<file path="config.mk">
export PLATFORM = sky130hd
export DESIGN_NAME = decode_stage
export DESIGN_NICKNAME = d
export VERILOG_FILES = /design/src/rtl/mips_pkg.sv /design/src/rtl/pipeline_register.sv /design/src/rtl/register_file.sv /design/src/rtl/decode_stage.sv
export SDC_FILE = /design/constraint.sdc
export NUM_CORES = 2
export LEC_CHECK = 0
export ABC_CLOCK_PERIOD_IN_PS = 2800
export BUFFER_PORTS_ARGS = -buffer_cell sky130_fd_sc_hd__buf_2
export CAP_MARGIN = 10
export CORE_UTILIZATION = 30
export DETAILED_ROUTE_END_ITERATION = 8
export SLEW_MARGIN = 15
export SYNTH_ARGS = -nofsm -noshare
export SYNTH_HDL_FRONTEND = slang
export SYNTH_HIERARCHICAL = 1
export SYNTH_SLANG_ARGS = --single-unit
export TNS_END_PERCENT = 20
</file>
<file path="constraint.sdc">
create_clock -name clk -period 2.8 [get_ports clk]
set_clock_uncertainty 0.05 [all_clocks]
set_input_delay 0 -clock clk [delete_from_list [all_inputs] [get_ports clk]]
set_output_delay 0 -clock clk [all_outputs]
set_load 0.03 [all_outputs]
</file>
<file path="src/rtl/mips_pkg.sv">
// Shared MIPS32 decode constants: opcodes, functs, ALUOp encodings and the
// ID/EX payload field layout used by the decode stage and its consumers.
package mips_pkg;

    localparam int RF_DEPTH = 32;
    localparam int IDEX_W   = 151;

    localparam logic [5:0] OP_RTYPE = 6'h00;
    localparam logic [5:0] OP_J     = 6'h02;
    localparam logic [5:0] OP_BEQ   = 6'h04;
    localparam logic [5:0] OP_ADDI  = 6'h08;
    localparam logic [5:0] OP_LW    = 6'h23;
    localparam logic [5:0] OP_SW    = 6'h2B;

    localparam logic [5:0] FN_ADD = 6'h20;
    localparam logic [5:0] FN_SUB = 6'h22;
    localparam logic [5:0] FN_AND = 6'h24;
    localparam logic [5:0] FN_OR  = 6'h25;
    localparam logic [5:0] FN_SLT = 6'h2A;

    typedef enum logic [1:0] {
        ALUOP_ADD    = 2'b00,
        ALUOP_BRANCH = 2'b01,
        ALUOP_RTYPE  = 2'b10
    } aluop_e;

    // Control byte, MSB first: RegDst ALUSrc MemtoReg RegWrite MemRead MemWrite ALUOp[1:0]
    typedef struct packed {
        logic   reg_dst;
        logic   alu_src;
        logic   mem_to_reg;
        logic   reg_write;
        logic   mem_read;
        logic   mem_write;
        aluop_e alu_op;
    } ctrl_t;

    localparam int CTRL_W        = 8;
    localparam int CTRL_REGDST   = 7;
    localparam int CTRL_REGWRITE = 4;
    localparam int CTRL_MEMREAD  = 3;

    // ID/EX payload, LSB first: ctrl, rd, rt, rs, imm, rt data, rs data, pc+4
    localparam int IDEX_CTRL_LSB = 0;
    localparam int IDEX_RD_LSB   = 8;
    localparam int IDEX_RT_LSB   = 13;
    localparam int IDEX_RS_LSB   = 18;
    localparam int IDEX_IMM_LSB  = 23;
    localparam int IDEX_RTD_LSB  = 55;
    localparam int IDEX_RSD_LSB  = 87;
    localparam int IDEX_PC4_LSB  = 119;

    function automatic logic [31:0] sign_ext16(input logic [15:0] v);
        return {{16{v[15]}}, v};
    endfunction

endpackage

</file>
<file path="src/rtl/pipeline_register.sv">
// Generic pipeline register with hold; synchronous reset clears to zero.
module pipeline_register #(
    parameter int W = 32
) (
    input  logic         clk,
    input  logic         rst,
    input  logic         hold,
    input  logic [W-1:0] d,
    output logic [W-1:0] q
);

    logic [W-1:0] q_q;
    logic [W-1:0] q_d;

    always_comb begin
        q_d = hold ? q_q : d;
    end

    always_ff @(posedge clk) begin
        if (rst) begin
            q_q <= '0;
        end else begin
            q_q <= q_d;
        end
    end

    assign q = q_q;

endmodule

</file>
<file path="src/rtl/register_file.sv">
// 32x32 register file: two combinational read ports with write-through,
// one synchronous write port; $0 reads as zero and ignores writes.
module register_file #(
    parameter int DEPTH = 32,
    parameter int AW    = 5
) (
    input  logic          clk,
    input  logic          rst,
    input  logic [AW-1:0] raddr_a,
    output logic [31:0]   rdata_a,
    input  logic [AW-1:0] raddr_b,
    output logic [31:0]   rdata_b,
    input  logic          we,
    input  logic [AW-1:0] waddr,
    input  logic [31:0]   wdata
);

    logic [31:0] regs_q [DEPTH];
    logic [31:0] regs_d [DEPTH];

    always_comb begin
        regs_d = regs_q;
        if (we && waddr != '0) begin
            regs_d[waddr] = wdata;
        end
    end

    always_ff @(posedge clk) begin
        if (rst) begin
            regs_q <= '{default: '0};
        end else begin
            regs_q <= regs_d;
        end
    end

    always_comb begin
        if (raddr_a == '0)                   rdata_a = '0;
        else if (we && waddr == raddr_a)     rdata_a = wdata;
        else                                 rdata_a = regs_q[raddr_a];

        if (raddr_b == '0)                   rdata_b = '0;
        else if (we && waddr == raddr_b)     rdata_b = wdata;
        else                                 rdata_b = regs_q[raddr_b];
    end

endmodule

</file>
<file path="src/rtl/decode_stage.sv">
// MIPS32 ID stage: register file, main control decode, load-use/branch
// hazard stalls, beq/j resolution with one-cycle wrong-path squash.
module decode_stage
    import mips_pkg::*;
#(
    parameter int RF_DEPTH = 32,
    parameter int IDEX_W   = 151
) (
    input  logic              clk,
    input  logic              rst,
    input  logic [31:0]       IF_ID_PC_plus4,
    input  logic [31:0]       IF_ID_Instruction,
    input  logic [31:0]       PC_OUT_plus4,
    input  logic              WB_RegWrite,
    input  logic [4:0]        WB_WriteReg,
    input  logic [31:0]       WB_WriteData,
    input  logic              EX_MEM_MemRead,
    input  logic [4:0]        EX_MEM_WriteReg,
    output logic [31:0]       pc_next,
    output logic              HoldPC,
    output logic              Hold_data,
    output logic [IDEX_W-1:0] ID_EX_out,
    output logic              ID_EX_MemRead,
    output logic              ID_EX_RegWrite,
    output logic [4:0]        ID_EX_WriteReg
);

    logic [5:0]  opcode;
    logic [5:0]  funct;
    logic [4:0]  rs;
    logic [4:0]  rt;
    logic [4:0]  rd;
    logic [31:0] imm;
    logic [31:0] rs_data;
    logic [31:0] rt_data;

    logic        squash_q;
    logic        squash_d;

    ctrl_t       ctrl;
    ctrl_t       ctrl_issue;
    logic        is_beq;
    logic        is_j;
    logic        rt_src;
    logic        load_use;
    logic        br_ex;
    logic        br_mem;
    logic        stall;
    logic        taken;
    logic [IDEX_W-1:0] idex_d;

    assign opcode = IF_ID_Instruction[31:26];
    assign rs     = IF_ID_Instruction[25:21];
    assign rt     = IF_ID_Instruction[20:16];
    assign rd     = IF_ID_Instruction[15:11];
    assign funct  = IF_ID_Instruction[5:0];
    assign imm    = sign_ext16(IF_ID_Instruction[15:0]);

    register_file #(
        .DEPTH (RF_DEPTH),
        .AW    (5)
    ) u_rf (
        .clk     (clk),
        .rst     (rst),
        .raddr_a (rs),
        .rdata_a (rs_data),
        .raddr_b (rt),
        .rdata_b (rt_data),
        .we      (WB_RegWrite),
        .waddr   (WB_WriteReg),
        .wdata   (WB_WriteData)
    );

    // A squashed slot decodes as NOP, which also masks its stall and branch.
    always_comb begin
        ctrl   = '0;
        is_beq = 1'b0;
        is_j   = 1'b0;
        rt_src = 1'b0;
        if (!squash_q) begin
            case (opcode)
                OP_RTYPE: begin
                    if (funct == FN_ADD || funct == FN_SUB || funct == FN_AND ||
                        funct == FN_OR  || funct == FN_SLT) begin
                        ctrl.reg_dst   = 1'b1;
                        ctrl.reg_write = 1'b1;
                        ctrl.alu_op    = ALUOP_RTYPE;
                        rt_src         = 1'b1;
                    end
                end
                OP_LW: begin
                    ctrl.alu_src    = 1'b1;
                    ctrl.mem_read   = 1'b1;
                    ctrl.mem_to_reg = 1'b1;
                    ctrl.reg_write  = 1'b1;
                end
                OP_SW: begin
                    ctrl.alu_src   = 1'b1;
                    ctrl.mem_write = 1'b1;
                    rt_src         = 1'b1;
                end
                OP_ADDI: begin
                    ctrl.alu_src   = 1'b1;
                    ctrl.reg_write = 1'b1;
                end
                OP_BEQ: begin
                    is_beq = 1'b1;
                    rt_src = 1'b1;
                end
                OP_J: begin
                    is_j = 1'b1;
                end
                default: ;
            endcase
        end
    end

    always_comb begin
        load_use = ID_EX_MemRead && ID_EX_WriteReg != '0 &&
                   (ID_EX_WriteReg == rs || (rt_src && ID_EX_WriteReg == rt));
        br_ex    = is_beq && ID_EX_RegWrite && ID_EX_WriteReg != '0 &&
                   (ID_EX_WriteReg == rs || ID_EX_WriteReg == rt);
        br_mem   = is_beq && EX_MEM_MemRead && EX_MEM_WriteReg != '0 &&
                   (EX_MEM_WriteReg == rs || EX_MEM_WriteReg == rt);
        stall    = !squash_q && (load_use || br_ex || br_mem);
        taken    = !stall && (is_j || (is_beq && rs_data == rt_data));
        squash_d = taken;

        if (taken && is_j) begin
            pc_next = {IF_ID_PC_plus4[31:28], IF_ID_Instruction[25:0], 2'b00};
        end else if (taken) begin
            pc_next = IF_ID_PC_plus4 + {imm[29:0], 2'b00};
        end else begin
            pc_next = PC_OUT_plus4;
        end

        ctrl_issue = stall ? '0 : ctrl;
        idex_d     = {IF_ID_PC_plus4, rs_data, rt_data, imm, rs, rt, rd, ctrl_issue};
    end

    assign HoldPC    = stall;
    assign Hold_data = stall;

    always_ff @(posedge clk) begin
        if (rst) begin
            squash_q <= 1'b0;
        end else begin
            squash_q <= squash_d;
        end
    end

    pipeline_register #(
        .W (IDEX_W)
    ) u_idex (
        .clk  (clk),
        .rst  (rst),
        .hold (1'b0),
        .d    (idex_d),
        .q    (ID_EX_out)
    );

    assign ID_EX_MemRead  = ID_EX_out[IDEX_CTRL_LSB + CTRL_MEMREAD];
    assign ID_EX_RegWrite = ID_EX_out[IDEX_CTRL_LSB + CTRL_REGWRITE];
    assign ID_EX_WriteReg = ID_EX_out[IDEX_CTRL_LSB + CTRL_REGDST] ?
                            ID_EX_out[IDEX_RD_LSB +: 5] : ID_EX_out[IDEX_RT_LSB +: 5];

endmodule

</file>
==> impl_metrics.sql <==
INSERT INTO impl_metrics (metric_group, metric, value, unit) VALUES
('global_route', 'grt_first_pass_wirelength', '434600', 'um'),
('final_layout', 'num-nets-final', '8285', ''),
('die', 'initial_utilization', '30.28', '%'),
('detailed_routing', 'met1_routed_wirelength_after_detailed_routing', '113300', 'um'),
('detailed_routing', 'post_drt_wl_per_cell', '28.36', 'um'),
('critical_path', 'path_buf_inv', '4', ''),
('final_layout', 'final_common_cell', 'sky130_fd_sc_hd__nand2_1', ''),
('die', 'die-width', '451.6', 'um'),
('clock_tree', 'cts_buffers', '136', ''),
('clock_tree', 'clock_sinks', '1176', ''),
('final_layout', 'multi_input_area', '0.03481', 'sq mm'),
('worst_hold_path', 'hold_path.class', 'input port to flip-flop', ''),
('detailed_routing', 'post-route-drc-count', '0', ''),
('die', 'core.rowCount', '164', ''),
('synthesis', 'ys.warnings.count', '6', ''),
('placed_design', 'dpl_cell_area', '0.07340', 'sq mm'),
('sta', 'finalSetupTns', '-60.93', 'ns'),
('final_layout', 'most-common-layout-cells', '2107 x sky130_fd_sc_hd__nand2_1, 1171 x sky130_fd_sc_hd__dfxtp_1, 1072 x sky130_fd_sc_hd__a21oi_1', ''),
('detailed_routing', 'routed-wl-met3', '38850', 'um'),
('detailed_routing', 'routed-wl-met2', '129900', 'um'),
('detailed_routing', 'detail_route.first_pass.iterations', '8', ''),
('clock_tree', 'cts_tree', 'yes', ''),
('final_layout', 'seq_area', '0.02355', 'sq mm'),
('final_layout', 'areaGrowthSynthToFinish', '32.58', '%'),
('sta', 'hold_slack', '0.00006839', 'ns'),
('synthesis', 'postSynthCellCount', '7003', ''),
('sta', 'finalHoldViolCount', '0', ''),
('worst_hold_path', 'whs_endpoint', 'u_idex/q[84]', ''),
('global_route', 'grt_pass1_vias', '60398', ''),
('synthesis', 'synth-seq-cells', '1176', ''),
('clock_tree', 'htree_levels', '4', ''),
('final_layout', 'count_of_fill_cells_added_during_filler_insertion', '19619', ''),
('clock_tree', 'postCtsHoldBufs', '160', ''),
('sta', 'finalCritPeriodShare', '168.6', '%'),
('critical_path', 'cp_common_cell', 'sky130_fd_sc_hd__buf_12', ''),
('synthesis', 'postSynthAreaPerCell', '8.660', 'sq um'),
('sta', 'final-setup-viol-count', '35', ''),
('clock_tree', 'clkLatencyLatePin', '0.83', 'ns'),
('sta', 'maxSlewViolCount', '0', ''),
('global_route', 'globalRoute.totalOverflow', '0', ''),
('die', 'placeableCoreArea', '0.2003', 'sq mm'),
('critical_path', 'cp-end-kind', 'primary output', ''),
('status', 'failed_checks', 'setup timing', ''),
('sta', 'worst_pin_slew', '1.117', 'ns'),
('critical_path', 'setup.reg_to_reg.worst_slack', '-0.85', 'ns'),
('sta', 'min_period', '4.722', 'ns'),
('global_route', 'maximum_number_of_pins_on_one_net_before_global_route_repair', '155', ''),
('detailed_routing', 'top_signal_layer_used', 'met5', ''),
('clock_tree', 'cts.root.buffer_cell', 'sky130_fd_sc_hd__clkbuf_16', ''),
('critical_path', 'crit_chain', 'mux4_2 > a22oi_2 > nand2_2 > a221o_1 > xnor2_4 > nand4_1 > nor4_4 > nand4b_4 > nor2_4 > buf_12 > buf_12 > buf_12 > mux2i_4 > a21oi_2 > buf_6', ''),
('sta', 'achievable_clock_frequency', '211.8', 'MHz'),
('critical_path', 'cp_slowest_stage_delay', '0.48', 'ns'),
('placed_design', 'port-buffer-count', '333', ''),
('critical_path', 'critical_path_required', '2.75', 'ns'),
('power', 'power_density_over_the_cells', '521.1', 'mW/mm^2'),
('critical_path', 'timing.critical_path.from_type', 'flip-flop', ''),
('detailed_routing', 'viasPerCell', '5.848', ''),
('power', 'vdd_drop_max', '0.5170', 'mV'),
('sta', 'setup_slack', '-1.922', 'ns'),
('detailed_routing', 'dr_total_vias', '63654', ''),
('detailed_routing', 'drt_iter0_markers', '9508', ''),
('power', 'leakage_power', '30.38', 'nW'),
('synthesis', 'async_reset_ff_share', '0', '%'),
('worst_hold_path', 'hold_sp', 'WB_WriteData[29]', ''),
('placed_design', 'finalWeightedCongestion', '1.030', ''),
('synthesis', 'predominant_post_synthesis_flop_cell', 'sky130_fd_sc_hd__dfxtp_1', ''),
('final_layout', 'final_layout_size_suffix_gt1_share', '28.35', '%'),
('run', 'maxCapViolCount', '0', ''),
('final_layout', 'design_area', '0.08040', 'sq mm'),
('status', 'run_status', 'complete, but fails checks', ''),
('synthesis', 'netlist_area', '0.06065', 'sq mm');
## flip-flops by register name, indices dropped and copies added, names as in the netlist
signal,count
squash_q,1
u_rf/regs_q,1024
u_idex/q,151
## worst max-delay path by stage
stage                          startpoint  slack, ns           to  depth (start not counted)
global route              u_rf/regs_q[25]      -1.97  pc_next[12]                         17
CTS                      u_rf/regs_q[907]      -1.83  pc_next[12]                         15
detailed placement  IF_ID_Instruction[21]      -2.08  pc_next[12]                         17
global placement    IF_ID_Instruction[21]      -2.05  pc_next[25]                         17
floorplan                  u_rf/regs_q[2]      -0.37  pc_next[19]                         11
finish                   u_rf/regs_q[907]      -1.92  pc_next[12]                         15
## power by group
part	switching (mW)	internal (mW)	total [mW]
registers	0.147	16.9	17.1
clock network	7.93	10.7	18.7
logic	3.79	2.35	6.15
## cell type report
type / count / area share, %
clock inverter: 56 / 0.8948
sequential: 1176 / 29.29
clock buffer: 188 / 4.790
inverter: 21 / 0.09804
antenna: 10 / 0.03112
multi-input combinational: 5110 / 43.29
timing repair buffer: 1668 / 17.48
tap: 2656 / 4.133
## Yosys cell counts, types with 40 or more instances
library cell               instances
sky130_fd_sc_hd__nand2_1        2145
sky130_fd_sc_hd__dfxtp_1        1176
sky130_fd_sc_hd__a21oi_1        1080
sky130_fd_sc_hd__clkbuf_1        497
sky130_fd_sc_hd__mux2i_1         427
sky130_fd_sc_hd__mux4_2          400
sky130_fd_sc_hd__nor2_1          226
sky130_fd_sc_hd__a22oi_1         142
sky130_fd_sc_hd__buf_2            98
sky130_fd_sc_hd__o21ai_0          97
sky130_fd_sc_hd__xnor2_1          65
sky130_fd_sc_hd__nor2b_1          42
sky130_fd_sc_hd__a221oi_1         41
sky130_fd_sc_hd__o22ai_1          40
## layer usage
layer | track usage, % | vias to the layer above
met1 | 36.44 | 30972
li1 | - | 26773
met4 | 21.56 | 12
met2 | 42.67 | 4716
met3 | 8.468 | 1181
met5 | 0 | -
## cells by family after synthesis
kind of cell / synth area share [%]
AOI/OAI and AO/OA: 15.10
xor gates and xnor gates: 1.170
adders and majority gates: 0.6313
buffers and inverters: 5.436
DFF: 38.82
muxes: 22.04
other: 0.006183
and+or+nand+nor: 16.79
## worst reg2reg max path, delay by kind of cell, from the launching register on
family / cells / cell delay [ns]
DFF: 1 / 0.34
AOI/OAI and AO/OA: 2 / 0.60
xor gates and xnor gates: 1 / 0.36
muxes: 1 / 0.48
and+or+nand+nor: 7 / 1.43
buffers and inverters: 2 / 0.33
## timing repair
action                                  in CTS  in global routing
setup buffers                                7                  3
resized for setup                          118                 41
pin swaps                                   30                  9
endpoints found under the setup margin      36                 41
endpoints found under the hold margin     1153                  1
(Power assumes the default switching activity.)
